## config.mk

```make
export PLATFORM = sky130hd
export DESIGN_NAME = counter_run_controller
export DESIGN_NICKNAME = d
export VERILOG_FILES = /design/src/rtl/ctr_ctrl_pkg.sv /design/src/rtl/conv_sequencer.sv /design/src/rtl/counter_run_controller.sv
export SDC_FILE = /design/constraint.sdc
export NUM_CORES = 1
export LEC_CHECK = 0
export ABC_CLOCK_PERIOD_IN_PS = 1950
export CORE_ASPECT_RATIO = 1.75
export CORE_MARGIN = 3
export CORE_UTILIZATION = 44
export DETAILED_ROUTE_END_ITERATION = 10
export GPL_TIMING_DRIVEN = 0
export PLACE_DENSITY = 0.85
export SLEW_MARGIN = 20
export SYNTH_ARGS = -nofsm -noshare
export SYNTH_HDL_FRONTEND = slang
export SYNTH_HIERARCHICAL = 1
export SYNTH_SLANG_ARGS = --single-unit
```

## constraint.sdc

```tcl
create_clock -name clk -period 1.95 [get_ports clk]
set_input_delay 0.39 -clock clk [delete_from_list [all_inputs] [get_ports clk]]
set_output_delay 0.39 -clock clk [all_outputs]
set_load 0.03 [all_outputs]
```

## src/rtl/ctr_ctrl_pkg.sv

```systemverilog
// Shared encodings and defaults for the counter run controller and its
// converter sequencer.
package ctr_ctrl_pkg;

  localparam int BCD_W            = 16;
  localparam int DEF_WIDTH        = 12;
  localparam int DEF_MAX_COUNT    = 4095;
  localparam int DEF_CONV_TIMEOUT = 64;

  typedef enum logic [1:0] {
    ST_IDLE,
    ST_RUN,
    ST_PAUSE,
    ST_HALT
  } main_state_t;

  typedef enum logic [1:0] {
    CV_IDLE,
    CV_LAUNCH,
    CV_WAIT
  } conv_state_t;

endpackage

```

## src/rtl/conv_sequencer.sv

```systemverilog
// Drives the multi-cycle binary-to-BCD converter: coalesces conversion
// requests, launches with a held operand, and aborts on timeout.
//
// state     | meaning
// CV_IDLE   | no conversion in flight; leaves when a request is pending
// CV_LAUNCH | conv_start high, operand stable on conv_bin
// CV_WAIT   | waiting for conv_done, timeout timer counting down
module conv_sequencer
  import ctr_ctrl_pkg::*;
#(
  parameter int WIDTH        = DEF_WIDTH,
  parameter int CONV_TIMEOUT = DEF_CONV_TIMEOUT
) (
  input  logic             clk,
  input  logic             rst,
  input  logic             pend_set,
  input  logic             err_clr,
  input  logic [WIDTH-1:0] count_in,
  input  logic             conv_done,
  input  logic [BCD_W-1:0] conv_bcd,
  output logic             conv_start,
  output logic [WIDTH-1:0] conv_bin,
  output logic             res_strobe,
  output logic [BCD_W-1:0] result,
  output logic             conv_err
);

  localparam int TW = $clog2(CONV_TIMEOUT + 1);

  conv_state_t   state, state_nxt;
  logic          conv_pend;
  logic          launch;
  logic          timeout;
  logic [TW-1:0] timer;

  assign launch     = (state == CV_IDLE) && conv_pend;
  assign conv_start = (state == CV_LAUNCH);
  assign res_strobe = (state == CV_WAIT) && conv_done;
  // Timer is loaded in CV_LAUNCH so that terminal count lands on the cycle
  // that makes conv_err visible exactly CONV_TIMEOUT cycles after conv_start.
  assign timeout    = (state == CV_WAIT) && !conv_done && (timer == TW'(1));

  always_comb begin
    state_nxt = state;
    unique case (state)
      CV_IDLE:   if (conv_pend) state_nxt = CV_LAUNCH;
      CV_LAUNCH: state_nxt = CV_WAIT;
      CV_WAIT:   if (conv_done || timeout) state_nxt = CV_IDLE;
      default:   state_nxt = CV_IDLE;
    endcase
  end

  always_ff @(posedge clk or negedge rst) begin
    if (!rst) begin
      state     <= CV_IDLE;
      conv_pend <= 1'b1;
      timer     <= '0;
      conv_bin  <= '0;
      result    <= '0;
      conv_err  <= 1'b0;
    end else begin
      state <= state_nxt;
      // A request arriving while one is consumed wins, so it is never lost.
      if (pend_set)    conv_pend <= 1'b1;
      else if (launch) conv_pend <= 1'b0;
      if (launch) conv_bin <= count_in;
      if (state == CV_LAUNCH)
        timer <= TW'(CONV_TIMEOUT - 1);
      else if ((state == CV_WAIT) && (timer != '0))
        timer <= timer - TW'(1);
      if (res_strobe) result <= conv_bcd;
      if (err_clr)      conv_err <= 1'b0;
      else if (timeout) conv_err <= 1'b1;
    end
  end

endmodule

```

## src/rtl/counter_run_controller.sv

```systemverilog
// Run/pause/clear/lap control for the counter display path; owns the
// displayed BCD value and hands conversions to conv_sequencer.
//
// state    | meaning
// ST_IDLE  | stopped after reset or clear, ticks ignored
// ST_RUN   | ticks increment the counter
// ST_PAUSE | stopped by btn_run, display blinks on ticks
// ST_HALT  | stopped at terminal count (no-wrap build), only clear exits
module counter_run_controller
  import ctr_ctrl_pkg::*;
#(
  parameter int WIDTH        = DEF_WIDTH,
  parameter int MAX_COUNT    = DEF_MAX_COUNT,
  parameter bit WRAP         = 1'b1,
  parameter int CONV_TIMEOUT = DEF_CONV_TIMEOUT
) (
  input  logic             clk,
  input  logic             rst,
  input  logic             tick,
  input  logic             btn_run,
  input  logic             btn_clear,
  input  logic             btn_lap,
  input  logic [WIDTH-1:0] count_in,
  input  logic             conv_done,
  input  logic [BCD_W-1:0] conv_bcd,
  output logic             cnt_en,
  output logic             cnt_clr,
  output logic             conv_start,
  output logic [WIDTH-1:0] conv_bin,
  output logic [BCD_W-1:0] disp_bcd,
  output logic             disp_blank,
  output logic             running,
  output logic             frozen,
  output logic             conv_err
);

  main_state_t      state, state_nxt;
  logic             blink, blink_nxt;
  logic             frozen_nxt;
  logic             at_max;
  logic             res_strobe;
  logic [BCD_W-1:0] result;

  assign at_max     = (count_in == WIDTH'(MAX_COUNT));
  assign running    = (state == ST_RUN);
  assign disp_blank = blink && ((state == ST_PAUSE) || (state == ST_HALT));

  always_comb begin
    state_nxt  = state;
    blink_nxt  = blink;
    frozen_nxt = frozen ^ btn_lap;
    cnt_en     = 1'b0;
    cnt_clr    = 1'b0;
    if (btn_clear) begin
      state_nxt  = ST_IDLE;
      blink_nxt  = 1'b0;
      frozen_nxt = 1'b0;
      cnt_clr    = 1'b1;
    end else begin
      unique case (state)
        ST_IDLE: if (btn_run) state_nxt = ST_RUN;
        ST_RUN: begin
          if (btn_run) state_nxt = ST_PAUSE;
          if (tick) begin
            if (!at_max)      cnt_en    = 1'b1;
            else if (WRAP)    cnt_clr   = 1'b1;
            else if (!btn_run) state_nxt = ST_HALT;
          end
        end
        ST_PAUSE: begin
          // Leaving pause clears blink so RUN always shows the display.
          if (btn_run) begin
            state_nxt = ST_RUN;
            blink_nxt = 1'b0;
          end else if (tick) begin
            blink_nxt = !blink;
          end
        end
        ST_HALT: if (tick) blink_nxt = !blink;
        default: state_nxt = ST_IDLE;
      endcase
    end
  end

  always_ff @(posedge clk or negedge rst) begin
    if (!rst) begin
      state    <= ST_IDLE;
      blink    <= 1'b0;
      frozen   <= 1'b0;
      disp_bcd <= '0;
    end else begin
      state  <= state_nxt;
      blink  <= blink_nxt;
      frozen <= frozen_nxt;
      if (!frozen && res_strobe)
        disp_bcd <= conv_bcd;
      else if (frozen && !frozen_nxt)
        disp_bcd <= res_strobe ? conv_bcd : result;
    end
  end

  conv_sequencer #(
    .WIDTH        (WIDTH),
    .CONV_TIMEOUT (CONV_TIMEOUT)
  ) u_conv (
    .clk        (clk),
    .rst        (rst),
    .pend_set   (cnt_en | cnt_clr),
    .err_clr    (btn_clear),
    .count_in   (count_in),
    .conv_done  (conv_done),
    .conv_bcd   (conv_bcd),
    .conv_start (conv_start),
    .conv_bin   (conv_bin),
    .res_strobe (res_strobe),
    .result     (result),
    .conv_err   (conv_err)
  );

endmodule

```

==> results of run 1 <==
-- cells in the final DEF (no fill, tap or decap), types with 3 or more instances in the layout --
master and count:
nand4_1 3, clkbuf_1 4, mux2_2 40, inv_1 7, dlymetal6s2s_1 12, buf_6 5
o21a_1 3, buf_4 6, mux2_4 16, ha_1 3, clkdlybuf4s50_1 51, nor2_1 10
nand2b_1 3, mux2_1 4, dfrtp_1 58, clkbuf_8 12, nand2_1 3, o21ai_0 4
-- final timing paths --
kind / startpoint / endpoint / depth (start not counted)
setup / recovery: frozen / frozen / 1
hold / removal: count_in[5] / u_conv/conv_bin[5] / 2
setup reg to reg: u_conv/state[1] / disp_bcd[13] / 9
hold reg to reg: u_conv/conv_bin[4] / u_conv/conv_bin[4] / 1
max in group asynchronous: rst / u_conv/conv_pend / 3
min in group asynchronous: rst / u_conv/conv_bin[11] / 2
-- stage by stage --
stage	hold slack [ns]	setup WS, ns	setup TNS, ns	instance area, um^2
floorplan	0.0944	0.0158	0	2830
global placement	0.469	-1.38	-88.14	3620
detailed placement	0.214	-0.699	-7.64	3650
CTS	0.386	-0.0465	-0.0465	3900
global route	0.310	0.00986	0	3930
finish	0.321	0.0783	0	3930
-- kinds of logic after synthesis --
group | count (synthesis) | synth area share, %
flip-flops | 59 | 52.7
AND/OR/NAND/NOR | 34 | 7.18
multiplexers | 61 | 26.6
XOR/XNOR | 1 | 0.312
AO/OA/AOI/OAI | 29 | 7.76
adder cells (fa/ha/maj) | 3 | 1.34
buffers and inverters | 17 | 4.15
-- layer usage --
layer,track usage (%),wire length (um)
met5,0,0
met4,8.96,118
met3,5.05,257
met2,29.1,3240
met1,19.2,2260
-- state kept, by name, indices dropped and copies added, names as in the netlist --
signal and count:
frozen 1, u_conv/timer 7, u_conv/state 2, u_conv/result 16, u_conv/conv_pend 1, blink 1
u_conv/conv_bin 12, state 2, u_conv/conv_err 1, disp_bcd 16
-- final cells by class --
class | instances | area (um^2)
Tap cell | 78 | 97.6
Buffer | 8 | 88.8
Multi-Input combinational cell | 128 | 1250
Clock inverter | 1 | 30.0
Fill cell | 466 | 2090
Inverter | 8 | 32.5
Timing Repair Buffer | 75 | 777
Sequential cell | 59 | 1480
Clock buffer | 15 | 176
-- power groups by stage --
stage	clock, mW	combinational, mW	sequential, mW
after floorplan	0	1.39	2.61
after global placement	0	2.91	2.04
after detailed placement	0	2.98	2.07
after CTS	1.18	3.02	2.06
after global routing	1.24	3.16	2.12
final	1.14	2.98	2.06
-- repair_timing --
item,CTS,global route
pin swaps,2,7
setup buffers,4,0
hold buffers,1,0
endpoints found under the setup margin,21,5
resized for setup,21,16
hold endpoints to repair,5,0
==> summary.txt, run 1 <==
Netlist cell types: 45
Die ar.: 7410 um^2
Crit-path cells: clkdlybuf4s50_1
Synth top cells by count: dfrtp_1, mux2_2, mux2_4, nor2_1, inv_1
Max cap viols: 0
CP Class: flip-flop to output pin
Hold Vio Cnt, Final: 0
Register area share after synthesis: 52.7%
Final Critical Period: 1.87 ns
Rows: 37
Post-Syn Instances: 204
Worst-case clock skew: 0.00773 ns
Sw power: 2.16 mW
Switching part of the total: 35.0%
Nets@finish: 327
Final number of setup-violating endpoints: 0
Crit. End Element: output pin
Yosys warning total: 6
Drt drc: 0
CTS root buf: clkbuf_8
Lkg Pwr: 1.79 nW
Internal power: 4.02 mW
Non-Filler Instances: 372
Clock-pin slew on the worst setup and hold paths: 0.06 ns
Die height: 112 um
Register-to-register path setup slack: 0.10 ns
Initial Util: 46.6%
FMAX: 0.534 GHz
GP Congestion: 0.718
Largest net degree at the start of global routing: 55
Starting DRT DRC Count: 91
Arrival time at the worst endpoint: 1.48 ns
Share of layout cells above drive strength 1: 34.7%
Worst setup SP type: flip-flop
Overflow after GRT: 0
Fin util: 65.3%
Critical-path top delay cell: clkdlybuf4s50_1
Post-synthesis async set-or-reset flop share: 100%
First-pass GRT wire length: 9630 um
Status: complete, no violations
Max_slew headroom: 72.7%
Most common cell in the netlist: dfrtp_1
RSZ-0062 raised after global routing: false
Initial antenna violation count: 0
P&R area growth vs syn: 40.2%
Mean cell area of the mapped netlist: 13.8 um^2
Ys flop type: dfrtp_1
Final Max Tran Viols: 0
Worst Hold Class: input pin to flip-flop
Post-Route WL: 5870 um
Worst EP required: 1.56 ns
TritonRoute pass-1 iters: 4
Gate power share: 48.2%
Slew @ Worst Pin: 0.409 ns
Die W: 66.4 um
DR vias: 1954
Via density: 5.25
Cell area after synthesis: 2810 um^2
Routed Antenna Nets: 0
Vias in the first global route: 2051
CTS Buffer Depth: 2
Top delay family on crit path: buffers and inverters
Clk pwr share: 18.5%
Core region area: 6020 um^2
Detail Placement HPWL: 4250 um
Seq pwr share: 33.3%
Final period utilization: 96.0%
CTS buffer count: 9
Number of H-tree levels: 3
Power, Total: 6.18 mW
Top cells by area, synth: dfrtp_1, mux2_2, mux2_4
# IOs: 70
Post-Place Cells: 352
# clock sinks: 59
Clock Latency Late Sink: 0.34 ns
Post-synth EDFFs: 0
Slowest stage delay, CP: 0.71 ns
Syn_nets: 242
Total track usage: 17.3%
Worst VDD drop: 1.00 mV
CP Max Fanout: 4
Antenna Cells: 0
CTS tree: built
PwrDens: 1570 nW/um^2
Top cell type's share of synthesized area: 51.7%
Area leader, netlist: dfrtp_1
Critical path buffers and inverters: 1
Routed len/inst: 15.8 um
IO Port Bufs: 69
Seq cells post-synth: 59
Note: power is estimated with default switching activity, not from simulation.
==> run 2: changes to the inputs <==
PLACE_DENSITY = 0.78   (was 0.85)
==> run 2 against run 1 <==
Against the previous run: final cell count grew 1.6%; critical endpoint is now disp_bcd[15]; flip-flop and latch count is the same; clock power is essentially flat; first-iteration DRC count is 15% lower; setup slack worse by 0.030 ns; die area did not move; largest power group unchanged; via count grew 0.67%; highest routed layer unchanged; sequential share of layout area shrank 0.43 points; critical path type is now flip-flop to flip-flop; clock skew increased by 0.0072 ns; design area increased by 1.1%; core utilization up 0.75 points.
==> summary.txt, run 2 (synthesis gave the netlist of run 1 again) <==
Status: complete, no violations
# IOs: 70
Drt drc: 0
Most frequent cells in the layout: dfrtp_1, clkdlybuf4s50_1, mux2_2, mux2_4
Vias in the first global route: 2041
CP Max Fanout: 10
Final Max Tran Viols: 0
Lkg Pwr: 1.79 nW
Worst setup SP type: flip-flop
Worst hold path stage count: 2
Post-Place Cells: 352
Starting DRT DRC Count: 77
First-pass GRT wire length: 9720 um
Worst EP required: 2.17 ns
Final period utilization: 97.5%
Rows: 37
Via density: 5.20
CTS root buf: clkbuf_8
CTS buffer count: 9
FILL cells: 466
Worst VDD drop: 0.894 mV
TritonRoute pass-1 iters: 4
Die ar.: 7410 um^2
P&R area growth vs syn: 41.8%
Routed Antenna Nets: 0
Hold path start: count_in[3]
Largest net degree at the start of global routing: 38
PwrDens: 1580 nW/um^2
Pre-CTS WS: -0.690 ns
Critical path buffers and inverters: 4
Power, Total: 6.28 mW
Setup ws final: 0.0479 ns
Routed len/inst: 16.6 um
Crit-path cells: nor2_4 > nand2_4 > buf_12 > inv_2 > buf_12 > clkbuf_16 > mux2_2 > mux2_4
Share of layout cells above drive strength 1: 36.7%
Non-Filler Instances: 378
Min-Delay Endpoint: u_conv/conv_bin[3]
Critical-path top delay cell: dfrtp_1
Worst-case clock skew: 0.0149 ns
Placed Area: 3640 um^2
CP dominant cell by count: buf_12
Setup tns final: 0 ns
Hold Vio Cnt, Final: 0
Overflow after GRT: 0
Final Critical Period: 1.90 ns
Core region area: 6020 um^2
DR vias: 1967
CTS Buffer Depth: 2
Slowest stage delay, CP: 0.46 ns
# clock sinks: 59
Die height: 112 um
Launching point of the worst reg2reg path: u_conv/state[0]
Crit. End Element: flip-flop
Die W: 66.4 um
Max cap viols: 0
Initial Util: 46.6%
Slew @ Worst Pin: 0.406 ns
CTS tree: built
Detail Placement HPWL: 4300 um
Biggest regs: disp_bcd (16), u_conv/result (16), u_conv/conv_bin (12)
Cell count of the worst reg-to-reg path: 8
Antenna Cells: 0
Top delay family on crit path: multiplexers
FMAX: 0.526 GHz
GP Congestion: 0.767
Total track usage: 17.0%
CP Class: flip-flop to flip-flop
Initial antenna violation count: 0
Fin util: 66.1%
Final number of setup-violating endpoints: 0
Commonest non-fill, non-tap cell in the layout: dfrtp_1
Post-route cell area: 3980 um^2
Clock Latency Late Sink: 0.34 ns
Clock-pin slew on the worst setup and hold paths: 0.07 ns
Worst Hold Class: input pin to flip-flop
Number of H-tree levels: 3
Post-Route WL: 6260 um
Register-to-register path setup slack: 0.05 ns
Nets@finish: 333
R2R Path End: disp_bcd[15]
Max_slew headroom: 73.0%
Hold slack final: 0.312 ns
IO Port Bufs: 69
Arrival time at the worst endpoint: 2.12 ns
## run 2: repair_timing
| action | 4_1_cts | 5_1_grt |
|---|---|---|
| gates cloned | 0 | 1 |
| pin swaps | 3 | 4 |
| hold buffers | 1 | 0 |
| hold endpoints to repair | 22 | 0 |
| endpoints found under the setup margin | 21 | 15 |
| gates resized for setup | 32 | 9 |
| buffers inserted | 3 | 5 |
## run 2: routing by layer
metal / global-route usage (%) / part of all wire (%) / vias up
met5: 0 / 0 / -
met4: 8.01 / 2.2 / 0
met3: 4.04 / 3.5 / 11
met2: 29.4 / 57 / 43
met1: 19.1 / 37 / 991
li1: - / - / 922
## run 2: where the power goes
group	internal [mW]	switching, mW
Combinational	1.64	1.45
Clock	0.629	0.497
Sequential	1.76	0.305
Total	4.03	2.25
## run 2: worst reg2reg max path: stages, from the launching register on
cell and delay, ns:
dfrtp_1 0.46, nor2_4 0.17, nand2_4 0.08, buf_12 0.15, inv_2 0.08, buf_12 0.13, clkbuf_16 0.14, mux2_2 0.33
mux2_4 0.26
## run 2: area by class of cell
type                    instances  area, um^2  share of cell area, %
plain buffers                   9         118                   2.96
clock buffers                  11         141                   3.55
clock inverters                 5        61.3                   1.54
inverters                       8        35.0                  0.881
multi-input cells             128        1250                   31.5
flip-flops and latches         59        1480                   37.2
well taps                      78        97.6                   2.45
repair buffers                 80         796                   20.0
## run 2: worst max path at each step
stage | start | endpoint | depth (start not counted)
2_1_floorplan | u_conv/state[1] | disp_bcd[0] | 10
3_3_place_gp | rst | u_conv/conv_bin[5] | 1
3_5_place_dp | count_in[9] | cnt_clr | 5
4_1_cts | u_conv/state[1] | disp_bcd[2] | 10
5_1_grt | u_conv/state[1] | disp_bcd[15] | 10
6_report | u_conv/state[0] | disp_bcd[15] | 8
